<file path="src/rtl/ddr_ca_lane_tx_ctrl.sv">
// ---------------------------------------------------------------------------
// ddr_ca_lane_tx_ctrl
//   Fabric-side controller for a group of output-only DDR command/address IOD
//   lanes. It pipelines the per-lane serialiser data and output-enable words
//   toward the IODs. It also sequences the lanes' dynamic output delay lines
//   (MOVE/DIRECTION/LOAD) from a request/done interface, tracking the tap
//   index of every lane.
//
// Ports
//   clk, rst_n                  fabric clock, async active-low reset
//   cmd_data_i / cmd_oe_i       LANES*RATIO serialiser words, lane i at
//                               [i*RATIO +: RATIO], bit 0 sent first
//   tx_data_o / oe_data_o       pipelined words to the IODs
//   dly_req_valid_i/ready_o     delay request handshake
//   dly_req_lane_i/op_i/steps_i target lane, op (00 inc, 01 dec, 10 load,
//                               11 reserved), number of tap moves
//   dly_done_o / dly_err_o      one-cycle completion pulse and error flag
//   dly_tap_o                   tracked tap per lane, TAP_W bits each
//   delay_line_move_o/direction_o/load_o   per-lane IOD delay controls
//                               (direction 1 = increment)
//   delay_line_out_of_range_i   per-lane limit flag from the IODs
// ---------------------------------------------------------------------------
module ddr_ca_lane_tx_ctrl #(
  parameter int LANES    = 8,
  parameter int RATIO    = 4,
  parameter int PIPE     = 1,
  parameter int MAX_TAP  = 127,
  parameter int INIT_TAP = 1,
  parameter int MOVE_GAP = 4,
  parameter bit IDLE_VAL = 1'b1,
  localparam int TAP_W   = $clog2(MAX_TAP + 1),
  localparam int LANE_W  = (LANES > 1) ? $clog2(LANES) : 1,
  localparam int DW      = LANES * RATIO
) (
  input  logic                   clk,
  input  logic                   rst_n,
  input  logic [DW-1:0]          cmd_data_i,
  input  logic [DW-1:0]          cmd_oe_i,
  output logic [DW-1:0]          tx_data_o,
  output logic [DW-1:0]          oe_data_o,
  input  logic                   dly_req_valid_i,
  output logic                   dly_req_ready_o,
  input  logic [LANE_W-1:0]      dly_req_lane_i,
  input  logic [1:0]             dly_req_op_i,
  input  logic [7:0]             dly_req_steps_i,
  output logic                   dly_done_o,
  output logic                   dly_err_o,
  output logic [LANES*TAP_W-1:0] dly_tap_o,
  output logic [LANES-1:0]       delay_line_move_o,
  output logic [LANES-1:0]       delay_line_direction_o,
  output logic [LANES-1:0]       delay_line_load_o,
  input  logic [LANES-1:0]       delay_line_out_of_range_i
);

  typedef enum logic [2:0] {S_IDLE, S_SETUP, S_MOVE, S_GAP, S_LOAD, S_DONE} state_e;
  typedef enum logic [1:0] {OP_INC = 2'b00, OP_DEC = 2'b01, OP_LOAD = 2'b10, OP_RSVD = 2'b11} op_e;

  localparam logic [TAP_W-1:0]  MAX_TAP_C  = TAP_W'(MAX_TAP);
  localparam logic [TAP_W-1:0]  INIT_TAP_C = TAP_W'(INIT_TAP);
  localparam logic [TAP_W-1:0]  TAP_ONE    = TAP_W'(1);
  localparam logic [3:0]        GAP_INIT   = 4'(MOVE_GAP - 1);
  localparam logic [LANE_W:0]   LANES_C    = (LANE_W + 1)'(LANES);

  // ------------------------------------------------------------ data path
  logic [DW-1:0] tx_pipe_q [PIPE];
  logic [DW-1:0] oe_pipe_q [PIPE];

  // NOTE: the pipeline stages are plain registers, so they are reset to the
  // idle line state; command pins then idle high with drivers disabled.
  always_ff @(posedge clk or negedge rst_n) begin
    if (!rst_n) begin
      for (int s = 0; s < PIPE; s++) begin
        tx_pipe_q[s] <= {DW{IDLE_VAL}};
        oe_pipe_q[s] <= '0;
      end
    end else begin
      tx_pipe_q[0] <= cmd_data_i;
      oe_pipe_q[0] <= cmd_oe_i;
      for (int s = 1; s < PIPE; s++) begin
        tx_pipe_q[s] <= tx_pipe_q[s-1];
        oe_pipe_q[s] <= oe_pipe_q[s-1];
      end
    end
  end

  assign tx_data_o = tx_pipe_q[PIPE-1];
  assign oe_data_o = oe_pipe_q[PIPE-1];

  // --------------------------------------------------------- delay control
  state_e            state_q, state_d;
  op_e               op_q, op_d;
  logic [LANE_W-1:0] lane_q, lane_d;
  logic [7:0]        steps_q, steps_d;
  logic [3:0]        gap_q, gap_d;
  logic              err_d;
  logic              ready_q, done_q, err_q;
  logic [LANES-1:0]  move_q, load_q, dir_q, lane_onehot_d;
  logic [TAP_W-1:0]  tap_q [LANES];
  logic [TAP_W-1:0]  cur_tap;
  logic              lane_ok, is_inc, at_limit;

  // NOTE: every signal written here gets a default first, so no latch is
  // inferred on paths that leave it untouched.
  always_comb begin
    lane_ok  = ({1'b0, lane_q} < LANES_C);
    cur_tap  = lane_ok ? tap_q[lane_q] : '0;
    is_inc   = (op_q == OP_INC);
    // Limit for the move that would come next in the current direction.
    at_limit = is_inc ? (cur_tap == MAX_TAP_C) : (cur_tap == '0);

    state_d = state_q;
    op_d    = op_q;
    lane_d  = lane_q;
    steps_d = steps_q;
    gap_d   = gap_q;
    err_d   = 1'b0;

    case (state_q)
      S_IDLE: begin
        if (dly_req_valid_i && ready_q) begin
          lane_d  = dly_req_lane_i;
          op_d    = op_e'(dly_req_op_i);
          steps_d = dly_req_steps_i;
          state_d = (op_e'(dly_req_op_i) == OP_LOAD) ? S_LOAD : S_SETUP;
        end
      end
      S_SETUP: begin
        if (op_q == OP_RSVD || !lane_ok || at_limit) begin
          state_d = S_DONE;
          err_d   = 1'b1;
        end else if (steps_q == 8'd0) begin
          state_d = S_DONE;
        end else begin
          state_d = S_MOVE;
        end
      end
      S_MOVE: begin
        steps_d = steps_q - 8'd1;
        gap_d   = GAP_INIT;
        state_d = S_GAP;
      end
      S_GAP: begin
        if (gap_q != 4'd0) begin
          gap_d = gap_q - 4'd1;
        end else if (delay_line_out_of_range_i[lane_q]) begin
          state_d = S_DONE;
          err_d   = 1'b1;
        end else if (steps_q == 8'd0) begin
          state_d = S_DONE;
        end else if (at_limit) begin
          state_d = S_DONE;
          err_d   = 1'b1;
        end else begin
          state_d = S_MOVE;
        end
      end
      S_LOAD:  state_d = S_DONE;
      S_DONE:  state_d = S_IDLE;
      default: state_d = S_IDLE;
    endcase

    for (int i = 0; i < LANES; i++) begin
      lane_onehot_d[i] = ({1'b0, lane_d} == (LANE_W + 1)'(i));
    end
  end

  // Outputs are registered from the next state, so each one is a clean
  // decode of the current state with no combinational path to the IODs.
  // NOTE: sequential state uses non-blocking assignments so every register
  // samples pre-edge values regardless of statement order.
  always_ff @(posedge clk or negedge rst_n) begin
    if (!rst_n) begin
      state_q <= S_IDLE;
      op_q    <= OP_INC;
      lane_q  <= '0;
      steps_q <= '0;
      gap_q   <= '0;
      ready_q <= 1'b0;
      done_q  <= 1'b0;
      err_q   <= 1'b0;
      move_q  <= '0;
      load_q  <= '0;
      dir_q   <= '0;
      for (int i = 0; i < LANES; i++) tap_q[i] <= INIT_TAP_C;
    end else begin
      state_q <= state_d;
      op_q    <= op_d;
      lane_q  <= lane_d;
      steps_q <= steps_d;
      gap_q   <= gap_d;
      ready_q <= (state_d == S_IDLE);
      done_q  <= (state_d == S_DONE);
      err_q   <= err_d;
      move_q  <= (state_d == S_MOVE) ? lane_onehot_d : '0;
      load_q  <= (state_d == S_LOAD) ? lane_onehot_d : '0;
      dir_q   <= ((state_d inside {S_SETUP, S_MOVE, S_GAP}) && op_d == OP_INC)
                 ? lane_onehot_d : '0;
      // Tap tracks the pulse that is ending on this edge; limits were checked
      // before the move was issued, so no wrap is possible.
      if (state_q == S_MOVE) begin
        tap_q[lane_q] <= is_inc ? cur_tap + TAP_ONE : cur_tap - TAP_ONE;
      end else if (state_q == S_LOAD && lane_ok) begin
        tap_q[lane_q] <= INIT_TAP_C;
      end
    end
  end

  assign dly_req_ready_o        = ready_q;
  assign dly_done_o             = done_q;
  assign dly_err_o              = err_q;
  assign delay_line_move_o      = move_q;
  assign delay_line_load_o      = load_q;
  assign delay_line_direction_o = dir_q;

  for (genvar g = 0; g < LANES; g++) begin : g_tap_out
    assign dly_tap_o[g*TAP_W +: TAP_W] = tap_q[g];
  end

endmodule

</file>
<file path="config.mk">
export PLATFORM = sky130hd
export DESIGN_NAME = ddr_ca_lane_tx_ctrl
export DESIGN_NICKNAME = d
export VERILOG_FILES = /design/src/rtl/ddr_ca_lane_tx_ctrl.sv
export SDC_FILE = /design/constraint.sdc
export NUM_CORES = 1
export LEC_CHECK = 0
export BUFFER_PORTS_ARGS = -buffer_cell sky130_fd_sc_hd__buf_4
export CORE_UTILIZATION = 45
export CTS_CLUSTER_SIZE = 25
export DETAILED_ROUTE_END_ITERATION = 10
export PLACE_DENSITY = 0.77
export SLEW_MARGIN = 20
export SYNTH_ARGS = -nofsm -noshare
export SYNTH_HDL_FRONTEND = slang
export SYNTH_SLANG_ARGS = --single-unit
export TNS_END_PERCENT = 1
</file>
<file path="constraint.sdc">
create_clock -name clk -period 3.05 [get_ports clk]
set_input_delay 0.305 -clock clk [delete_from_list [all_inputs] [get_ports clk]]
set_output_delay 0.305 -clock clk [all_outputs]
set_load 0.02 [all_outputs]
</file>
==> results of run 1 <==
-- power groups by stage --
stage          registers, uW  clock network [uW]  logic, uW
4_1_cts                 3370                2020       5510
2_1_floorplan           3720                   0       2870
5_1_grt                 3460                2130       6050
3_5_place_dp            3390                   0       5410
3_3_place_gp            3380                   0       5250
6_report                3410                2010       5680
-- area by class of cell --
type / instances / area [um2]
multi-input cells: 371 / 2470
fillers: 1007 / 4530
well taps: 184 / 230
flip-flops and latches: 167 / 4230
clock buffers: 18 / 429
repair buffers: 322 / 2620
clock inverters: 14 / 118
inverters: 21 / 78.8
-- per-layer routing --
| metal | vias up | global-route usage [%] | wire length [um] |
|---|---|---|---|
| met5 | - | 0 | 0 |
| met4 | 0 | 8.75 | 374 |
| met3 | 41 | 6.63 | 1590 |
| met2 | 308 | 51.4 | 11700 |
| met1 | 3091 | 35.2 | 8540 |
| li1 | 2691 | - | - |
-- timing repair --
item | 4_1_cts | 5_1_grt
pin swaps | 0 | 1
hold buffers | 65 | 0
buffers inserted | 0 | 0
resized for setup | 4 | 6
endpoints found under the hold margin | 116 | 0
setup endpoints to repair | 28 | 44
-- kinds of logic after synthesis --
| group | Yosys count |
|---|---|
| and+or+nand+nor | 206 |
| DFF | 167 |
| AOI/OAI and AO/OA | 125 |
| buffers and inverters | 41 |
| muxes | 26 |
| adders and majority gates | 9 |
| xor gates and xnor gates | 5 |
-- cells in the mapped netlist, types with 3 or more instances --
master	n	area, um2
a221oi_1	3	26.3
and3_1	4	25.0
nor3_1	13	65.1
and2_1	4	25.0
a221o_1	10	100
nor4_1	3	18.8
a22o_1	19	166
a22oi_1	6	45.0
clkbuf_1	13	48.8
a32oi_1	3	26.3
mux4_2	4	90.1
a21oi_1	20	100
nand3_1	20	100
a31oi_1	5	31.3
o22ai_1	3	18.8
mux2i_1	12	120
nand2b_1	12	75.1
nand2_1	63	236
dfstp_2	40	1050
nor2_1	60	225
inv_1	20	75.1
xnor2_1	4	35.0
a21o_1	4	30.0
nor2b_1	10	62.6
dfrtp_1	127	3180
ha_1	8	100
o21ai_0	32	160
mux2_1	4	45.0
mux2_2	5	56.3
-- worst reg2reg max path, stage by stage, from the launching register on --
cell and delay [ps]:
dfrtp_2 560, mux2_1 380, mux4_2 530, a21o_1 180, ha_1 330, inv_1 100
nor2_1 60, a221oi_1 240, buf_4 220, nor2_1 80, a221o_1 280
-- through the flow --
step	setup slack [ps]	hold slack, ps
3_5_place_dp	-19.9	303
2_1_floorplan	118	9.41
5_1_grt	-162	116
3_3_place_gp	11.1	293
6_report	-16.9	113
4_1_cts	-1.51	105
-- sequential cells by signal (all words and copies together) (netlist names) --
register / flops
delay_line_move_o: 8
lane_q: 3
oe_data_o: 32
dly_done_o: 1
state_q: 3
delay_line_direction_o: 8
steps_q: 8
gap_q: 4
dly_tap_o: 56
dly_req_ready_o: 1
tx_data_o: 32
dly_err_o: 1
delay_line_load_o: 8
op_q: 2
-- worst max-delay path by stage --
stage          depth (start not counted)             to
4_1_cts                               10  dly_tap_o[53]
2_1_floorplan                          9  dly_tap_o[19]
5_1_grt                               10  dly_tap_o[46]
3_5_place_dp                          12  dly_tap_o[48]
6_report                              10  dly_tap_o[26]
3_3_place_gp                          10  dly_tap_o[33]
-- layout by cell type (no fill, tap or decap), types with 6 or more instances in the layout --
cell type,instances
dlygate4sd3_1,65
dfstp_2,40
nand3_1,20
dfrtp_1,125
a21oi_1,19
a221o_1,10
ha_1,8
mux2i_1,12
a22o_1,19
clkbuf_16,17
nor2b_1,10
inv_1,20
nand2_1,63
nor2_1,60
a22oi_1,6
o21ai_0,31
nand2b_1,12
nor3_1,13
buf_4,252
==> results_dict.tcl, run 1 <==
set metrics [dict create \
    grt_use_total_pct 29.0 \
    clock_latency_ps 430 \
    die_h_um 125 \
    synth_xor_area_share_pct 0.638 \
    vias_per_cell 5.59 \
    antenna_cells 0 \
    cp.arrival_ps 3370 \
    p_per_area_mw_per_mm2 1090 \
    crit_type "flip-flop to flip-flop" \
    hp-class "input pin to flip-flop" \
    worst-path-buf-inv 2 \
    rows 44 \
    routabilityCongestion 0.911 \
    worstHoldStart "dly_req_steps_i[6]" \
    holdPathEnd "steps_q[6]" \
    synth-adder-area-share_pct 1.75 \
    num_io_pins 235 \
    synth_top_family_by_area "simple AND/OR/NAND/NOR gates" \
    dp_hpwl_um 14900 \
    switchingPower_uw 4930 \
    setup_slack_ps -16.9 \
    clock_path_buffers 2 \
    timing.rr.end "dly_tap_o[26]" \
    syn_area_per_cell_um2 11.8 \
    whs_path_depth 2 \
    port_buffers 234 \
    initial_core_util_pct 46.7 \
    core_area_mm2 0.0147 \
    overflow 0 \
    synth_edf_count 0 \
    cp_cell_sequence "mux2_1 > mux4_2 > a21o_1 > ha_1 > inv_1 > nor2_1 > a221oi_1 > buf_4 > nor2_1 > a221o_1" \
    grt_max_degree 83 \
    period_share_pct 101 \
    worst_slew_pin_slew_ps 737 \
    dp.cells 1000 \
    synth_ff_type "dfrtp_1" \
    grt_pass1_wl_um 34800 \
    r2r-start "lane_q[0]" \
    fmax_mhz 326 \
    synthMuxAreaShare_pct 4.93 \
    ys_seq_elements 167 \
    power_uw 11100 \
    intPower_uw 6160 \
    cp_max_fo 13 \
    vias 6131 \
    swShare_pct 44.5 \
    final_cells 1097 \
    hold_violations 0 \
    leakagePower_uw 0.00488 \
    crit_family "multiplexers" \
    endpoint_kind "flip-flop" \
    rrSetupSlack_ps -20 \
    clock_power_share_pct 18.1 \
    routedWlPerCell_um 20.2 \
    syn_nets 676 \
    cts.sinks 167 \
    postSynthCellCount 579 \
    status "finished, violations left" \
    skew_ps 12.4 \
    final_nets 997 \
    fin_util_pct 69.2 \
    cts-htree-levels 4 \
    finalSetupViolCount 5 \
    synth_compound_area_share_pct 14.0 \
    tritoncts "built" \
    critPathMaxStageDelay_ps 560 \
    peakVddDrop_uv 728 \
    slew_headroom_pct 50.5 \
    fin_crit_ps 3070 \
    routed_wirelength_um 22200 \
    clk_pin_slew_ps 60 \
    place_area_mm2 0.00895 \
    start_kind "flip-flop" \
    stdcell_area_mm2 0.0102 \
    antenna_left 0 \
    drcViolationCount 13 \
    die_area_mm2 0.0157 \
    synth-simple-area-share_pct 14.3 \
    slowest_stage "dfrtp_2" \
    comb_power_share_pct 51.2 \
    crit_top_cell "nor2_1" \
    final_layout_size_suffix_gt1_share_pct 39.5 \
    yosysWarnings 0 \
    grt_pass1_vias 6220 \
    yosysSeqAreaShare_pct 61.7 \
    cts_root_buf "clkbuf_16" \
    antenna_found_initial 0 \
    drt-initial-drc-count 487 \
    setup_tns_ps -66.9 \
    syn_area_mm2 0.00686 \
    cap_violations 0 \
    setup.worst_path.start "lane_q[0]" \
    async_flop_share_pct 100 \
    maxSlewViolCount 0 \
    syn_to_final_growth_pct 48.3 \
    rr_worst_depth 10 \
    ys_types 70 \
    seqPwrFrac_pct 30.7 \
    numCtsBuffers 17 \
    dieWidth_um 125 \
    first_pass_iters 10 \
    cp.required_ps 3350 \
    rsz0062_at_grt "yes" \
    violations "design-rule violations, negative setup slack" \
]
(Power assumes the default switching activity.)
==> run 2, diff against run 1 <==
- BUFFER_PORTS_ARGS: -buffer_cell sky130_fd_sc_hd__buf_4 -> -buffer_cell sky130_fd_sc_hd__buf_2
==> results_dict.tcl, run 2 (synthesized netlist as in run 1, its figures left out) <==
set metrics [dict create \
    final_nets 999 \
    rr_worst_depth 10 \
    drcViolationCount 13 \
    place_area_mm2 0.00837 \
    layout_commonest_cell "buf_2" \
    rsz0062_at_grt "yes" \
    cp.required_ps 3360 \
    cts.sinks 167 \
    grt_max_degree 73 \
    crit_type "flip-flop to flip-flop" \
    final_cell_mix "233 x buf_2, 125 x dfrtp_1, 65 x dlygate4sd3_1" \
    num_io_pins 235 \
    dieWidth_um 125 \
    worst_slew_pin_slew_ps 834 \
    grtUsageMet2_pct 48.1 \
    initial_core_util_pct 46.7 \
    vias_per_cell 5.56 \
    fmax_mhz 321 \
    antenna_found_initial 0 \
    clk_pin_slew_ps 70 \
    status "finished, violations left" \
    clock_path_buffers 2 \
    fin_util_pct 65.7 \
    final_cells 1099 \
    routabilityCongestion 0.927 \
    clock_latency_ps 430 \
    grt_use_met3_pct 5.48 \
    overflow 0 \
    period_share_pct 102 \
    port_buffers 234 \
    vias 6109 \
    dp_hpwl_um 14500 \
    grt_pass1_vias 6251 \
    power_uw 11000 \
    first_pass_iters 8 \
    peakVddDrop_uv 710 \
    core_area_mm2 0.0147 \
    p_per_area_mw_per_mm2 1140 \
    slew_headroom_pct 44.2 \
    drt-initial-drc-count 573 \
    die_area_mm2 0.0157 \
    endpoint_kind "flip-flop" \
    maxSlewViolCount 0 \
    hold_violations 0 \
    stdcell_area_mm2 0.00966 \
    fin_crit_ps 3110 \
    hp-class "input pin to flip-flop" \
    dp.cells 1002 \
    setup_slack_ps -62.4 \
    cp_max_fo 13 \
    grtUsageMet1_pct 35.3 \
    top_usage_layer "met2" \
    skew_ps 8.96 \
    cts-htree-levels 4 \
    largest_reg_flops 56 \
    finalSetupViolCount 8 \
    rows 44 \
    violations "design-rule violations, negative setup slack" \
    die_h_um 125 \
    cp.arrival_ps 3430 \
    routedWlPerCell_um 19.6 \
    grt_pass1_wl_um 33900 \
    cts_root_buf "clkbuf_16" \
    whs_path_depth 3 \
    leakagePower_uw 0.00476 \
    syn_to_final_growth_pct 40.8 \
    grt_use_total_pct 28.4 \
    hold_slack_ps 91.6 \
    numCtsBuffers 17 \
    antenna_cells 0 \
    start_kind "flip-flop" \
    tritoncts "built" \
    routed_wirelength_um 21600 \
    cap_violations 0 \
    final_layout_size_suffix_gt1_share_pct 40.1 \
    antenna_left 0 \
]
==> run 2: worst paths after layout <==
kind                               startpoint             to  slack [ps]
setup / recovery                    lane_q[0]  dly_tap_o[26]         -60
hold / removal             dly_req_steps_i[5]     steps_q[5]          90
setup reg to reg                    lane_q[0]  dly_tap_o[26]         -60
hold reg to reg                 dly_tap_o[28]  dly_tap_o[28]         480
max in group asynchronous               rst_n   tx_data_o[5]        1620
min in group asynchronous               rst_n     steps_q[2]         440
==> run 2: worst max-delay path, stage by stage (launching register included) <==
cell and delay (ps):
dfrtp_2 560, mux2_1 380, mux4_2 530, a21o_1 180, ha_1 350, inv_1 120, nor2_1 70, a221oi_1 250
buf_4 210, nor2_1 60, a221o_1 280
==> run 2: layout make-up <==
class	instances	area, um2
multi-input cells	371	2500
repair buffers	324	2040
inverters	21	78.8
clock inverters	14	159
flip-flops and latches	167	4230
clock buffers	18	429
fillers	1088	5040
well taps	184	230
==> run 2: where the power goes <==
group	switching [uW]	internal [uW]	leakage (uW)	total [uW]
logic	3430	2060	0.00246	5500
clock network	990	1170	0.000284	2160
registers	561	2810	0.00201	3380
==> run 2: repair_timing <==
action                                 in CTS  in global routing
hold buffers                               65                  0
endpoints found under the hold margin     122                  0
gates resized for setup                     0                 11
setup buffers                               0                  0
setup endpoints to repair                   0                 44
==> run 2: layer usage <==
layer | routed length, um | vias up
li1 | - | 2714
met5 | 0 | -
met3 | 1560 | 57
met4 | 672 | 0
met1 | 8390 | 3012
met2 | 11000 | 326
==> run 2: stage by stage <==
step / setup WS (ps) / setup TNS (ps)
3_3_place_gp: 123 / 0
2_1_floorplan: 118 / 0
6_report: -62.4 / -266
3_5_place_dp: 59.2 / 0
4_1_cts: 14.7 / 0
5_1_grt: -98.2 / -874
==> run 3, diff against run 2 <==
- ABC_AREA: not set -> 1
- CORE_UTILIZATION: 45 -> 46
- PLACE_DENSITY: 0.77 -> 0.78
==> results_dict.tcl, run 3 <==
set metrics [dict create \
    routed_wirelength_um 19800 \
    worst_slew_pin_slew_ps 1040 \
    antenna_found_initial 0 \
    vias_per_cell 4.97 \
    seq_area_mm2 0.00423 \
    routedWlPerCell_um 16.1 \
    drcViolationCount 0 \
    grt_pass1_wl_um 31400 \
    num_io_pins 235 \
    core_area_mm2 0.0151 \
    yosysWarnings 0 \
    synth_ff_type "dfrtp_1" \
    yosysTopAreaCell "dfrtp_1" \
    rsz0062_at_grt "yes" \
    clock_latency_ps 430 \
    final_layout_size_suffix_gt1_share_pct 38.1 \
    yosysMostFrequentCell "nand2_1" \
    tritoncts "built" \
    first_pass_iters 4 \
    routabilityCongestion 0.870 \
    yosysSeqAreaShare_pct 59.6 \
    postSynthCellCount 714 \
    p_per_area_mw_per_mm2 1150 \
    syn_to_final_growth_pct 37.5 \
    slowest_stage "xnor2_1" \
    hp-class "input pin to flip-flop" \
    cts.sinks 167 \
    slew_headroom_pct 30.2 \
    cp.arrival_ps 3220 \
    hold_violations 0 \
    status "complete, no violations" \
    maxSlewViolCount 0 \
    die_h_um 126 \
    syn_area_per_cell_um2 9.93 \
    numCtsBuffers 17 \
    synth_area_leaders "dfrtp_1 45%, dfstp_2 15%, nand2_1 7.6%, inv_1 5.1%, o22ai_1 4.6%" \
    clock_path_buffers 2 \
    critPathMaxStageDelay_ps 820 \
    synth_common_cells "143 x nand2_1, 127 x dfrtp_1, 97 x inv_1" \
    largest_reg_flops 56 \
    synth_edf_count 0 \
    final_cell_mix "233 x buf_2, 143 x nand2_1, 124 x dfrtp_1" \
    drt-initial-drc-count 283 \
    period_share_pct 96.9 \
    fmax_mhz 338 \
    die_area_mm2 0.0159 \
    clk_pin_slew_ps 80 \
    cap_violations 0 \
    rows 45 \
    syn_area_mm2 0.00709 \
    finalSetupViolCount 0 \
    multi_input_area_mm2 0.00231 \
    crit_top_cell "nand2_1" \
    final_nets 1127 \
    dieWidth_um 126 \
    leakagePower_uw 0.00503 \
    cp.required_ps 3310 \
    grt_use_total_pct 25.6 \
    grt_pass1_vias 6257 \
    peakVddDrop_uv 597 \
    cp_max_fo 29 \
    skew_ps 10.0 \
    ys_seq_elements 167 \
    syn_nets 811 \
    start_kind "flip-flop" \
    antenna_cells 0 \
    grt_max_degree 73 \
    fillCellCount 1195 \
    synth_top_area_share_pct 44.8 \
    async_flop_share_pct 100 \
    vias 6114 \
    layout_commonest_cell "buf_2" \
    cts-htree-levels 4 \
    overflow 0 \
    port_buffers 234 \
    cp_cell_sequence "inv_4 > nand2_1 > nand3_1 > nand2_1 > inv_1 > nand2_2 > ha_1 > a21oi_1 > o21ai_1 > xnor2_1 > o22ai_1" \
    cts_root_buf "clkbuf_16" \
    crit_type "flip-flop to flip-flop" \
    dp_hpwl_um 13800 \
    ys_types 42 \
    fin_crit_ps 2950 \
    power_uw 11200 \
    endpoint_kind "flip-flop" \
    initial_core_util_pct 46.8 \
    fin_util_pct 64.4 \
    antenna_left 0 \
]
==> run 3: cell types whose count changed after synthesis, sizes merged, moves of 14 or more <==
cell and delta:
a22o -19, o22ai +49, nand3 +14, nand2 +96, nor2 +19, inv +86
==> run 3: path summary, 6_finish.rpt <==
path | start | endpoint | slack (ps) | depth (start not counted)
setup / recovery | lane_q[0] | dly_tap_o[10] | 100 | 11
hold / removal | dly_req_steps_i[5] | steps_q[5] | 120 | 3
setup reg to reg | lane_q[0] | dly_tap_o[10] | 100 | 11
hold reg to reg | dly_tap_o[0] | dly_tap_o[0] | 520 | 2
max in group asynchronous | rst_n | tx_data_o[5] | 1770 | 3
min in group asynchronous | rst_n | dly_tap_o[12] | 450 | 2
==> run 3: report_power, final <==
| part | switching [uW] | total (uW) | internal [uW] |
|---|---|---|---|
| Combinational | 3870 | 5810 | 1940 |
| Sequential | 444 | 3270 | 2830 |
| Clock | 1040 | 2160 | 1120 |
| Total | 5360 | 11200 | 5890 |
==> run 3: cells by family after synthesis <==
kind of cell | count (synthesis) | synth area share (%)
and+or+nand+nor | 293 | 20.5
DFF | 167 | 59.6
buffers and inverters | 124 | 7.83
AOI/OAI and AO/OA | 112 | 9.16
xor gates and xnor gates | 9 | 1.22
adders and majority gates | 9 | 1.69
==> run 3: what timing repair did <==
item | in CTS | in global routing
gates resized for setup | 0 | 3
setup endpoints to repair | 0 | 18
hold buffers | 64 | 1
endpoints found under the hold margin | 106 | 1
setup buffers | 0 | 0
==> run 3: area by class of cell <==
cell class                      count  area share [%]
Clock buffer                       18            4.40
Clock inverter                     14            1.82
Inverter                          107            4.14
Multi-Input combinational cell    423            23.7
Sequential cell                   167            43.4
Tap cell                          188            2.41
Timing Repair Buffer              314            20.2
==> run 3: critical path: cells and delay by family (launching register included) <==
family                   cells  cell delay [ps]
XOR/XNOR                     1              820
flip-flops                   1              470
AO/OA/AOI/OAI                3              440
AND/OR/NAND/NOR              4              360
adder cells (fa/ha/maj)      1              350
buffers and inverters        2              340
==> run 3: metal layers <==
| layer | part of all wire [%] | global-route usage, % |
|---|---|---|
| met3 | 6.6 | 7.35 |
| met5 | 0 | 0 |
| met4 | 2.8 | 9.78 |
| met1 | 40 | 30.1 |
| met2 | 51 | 44.5 |
==> run 3: through the flow <==
step / TNS (ps) / std cells / setup slack [ps] / hold slack, ps / area, um2
3_5_place_dp: 0 / 1134 / 177 / 348 / 8490
4_1_cts: 0 / 1230 / 169 / 2.42 / 9740
2_1_floorplan: 0 / 714 / 401 / 9.41 / 7090
6_report: 0 / 1231 / 95.4 / 124 / 9750
3_3_place_gp: 0 / 1134 / 303 / 347 / 8490
5_1_grt: -15.1 / 1231 / -11.4 / 145 / 9750
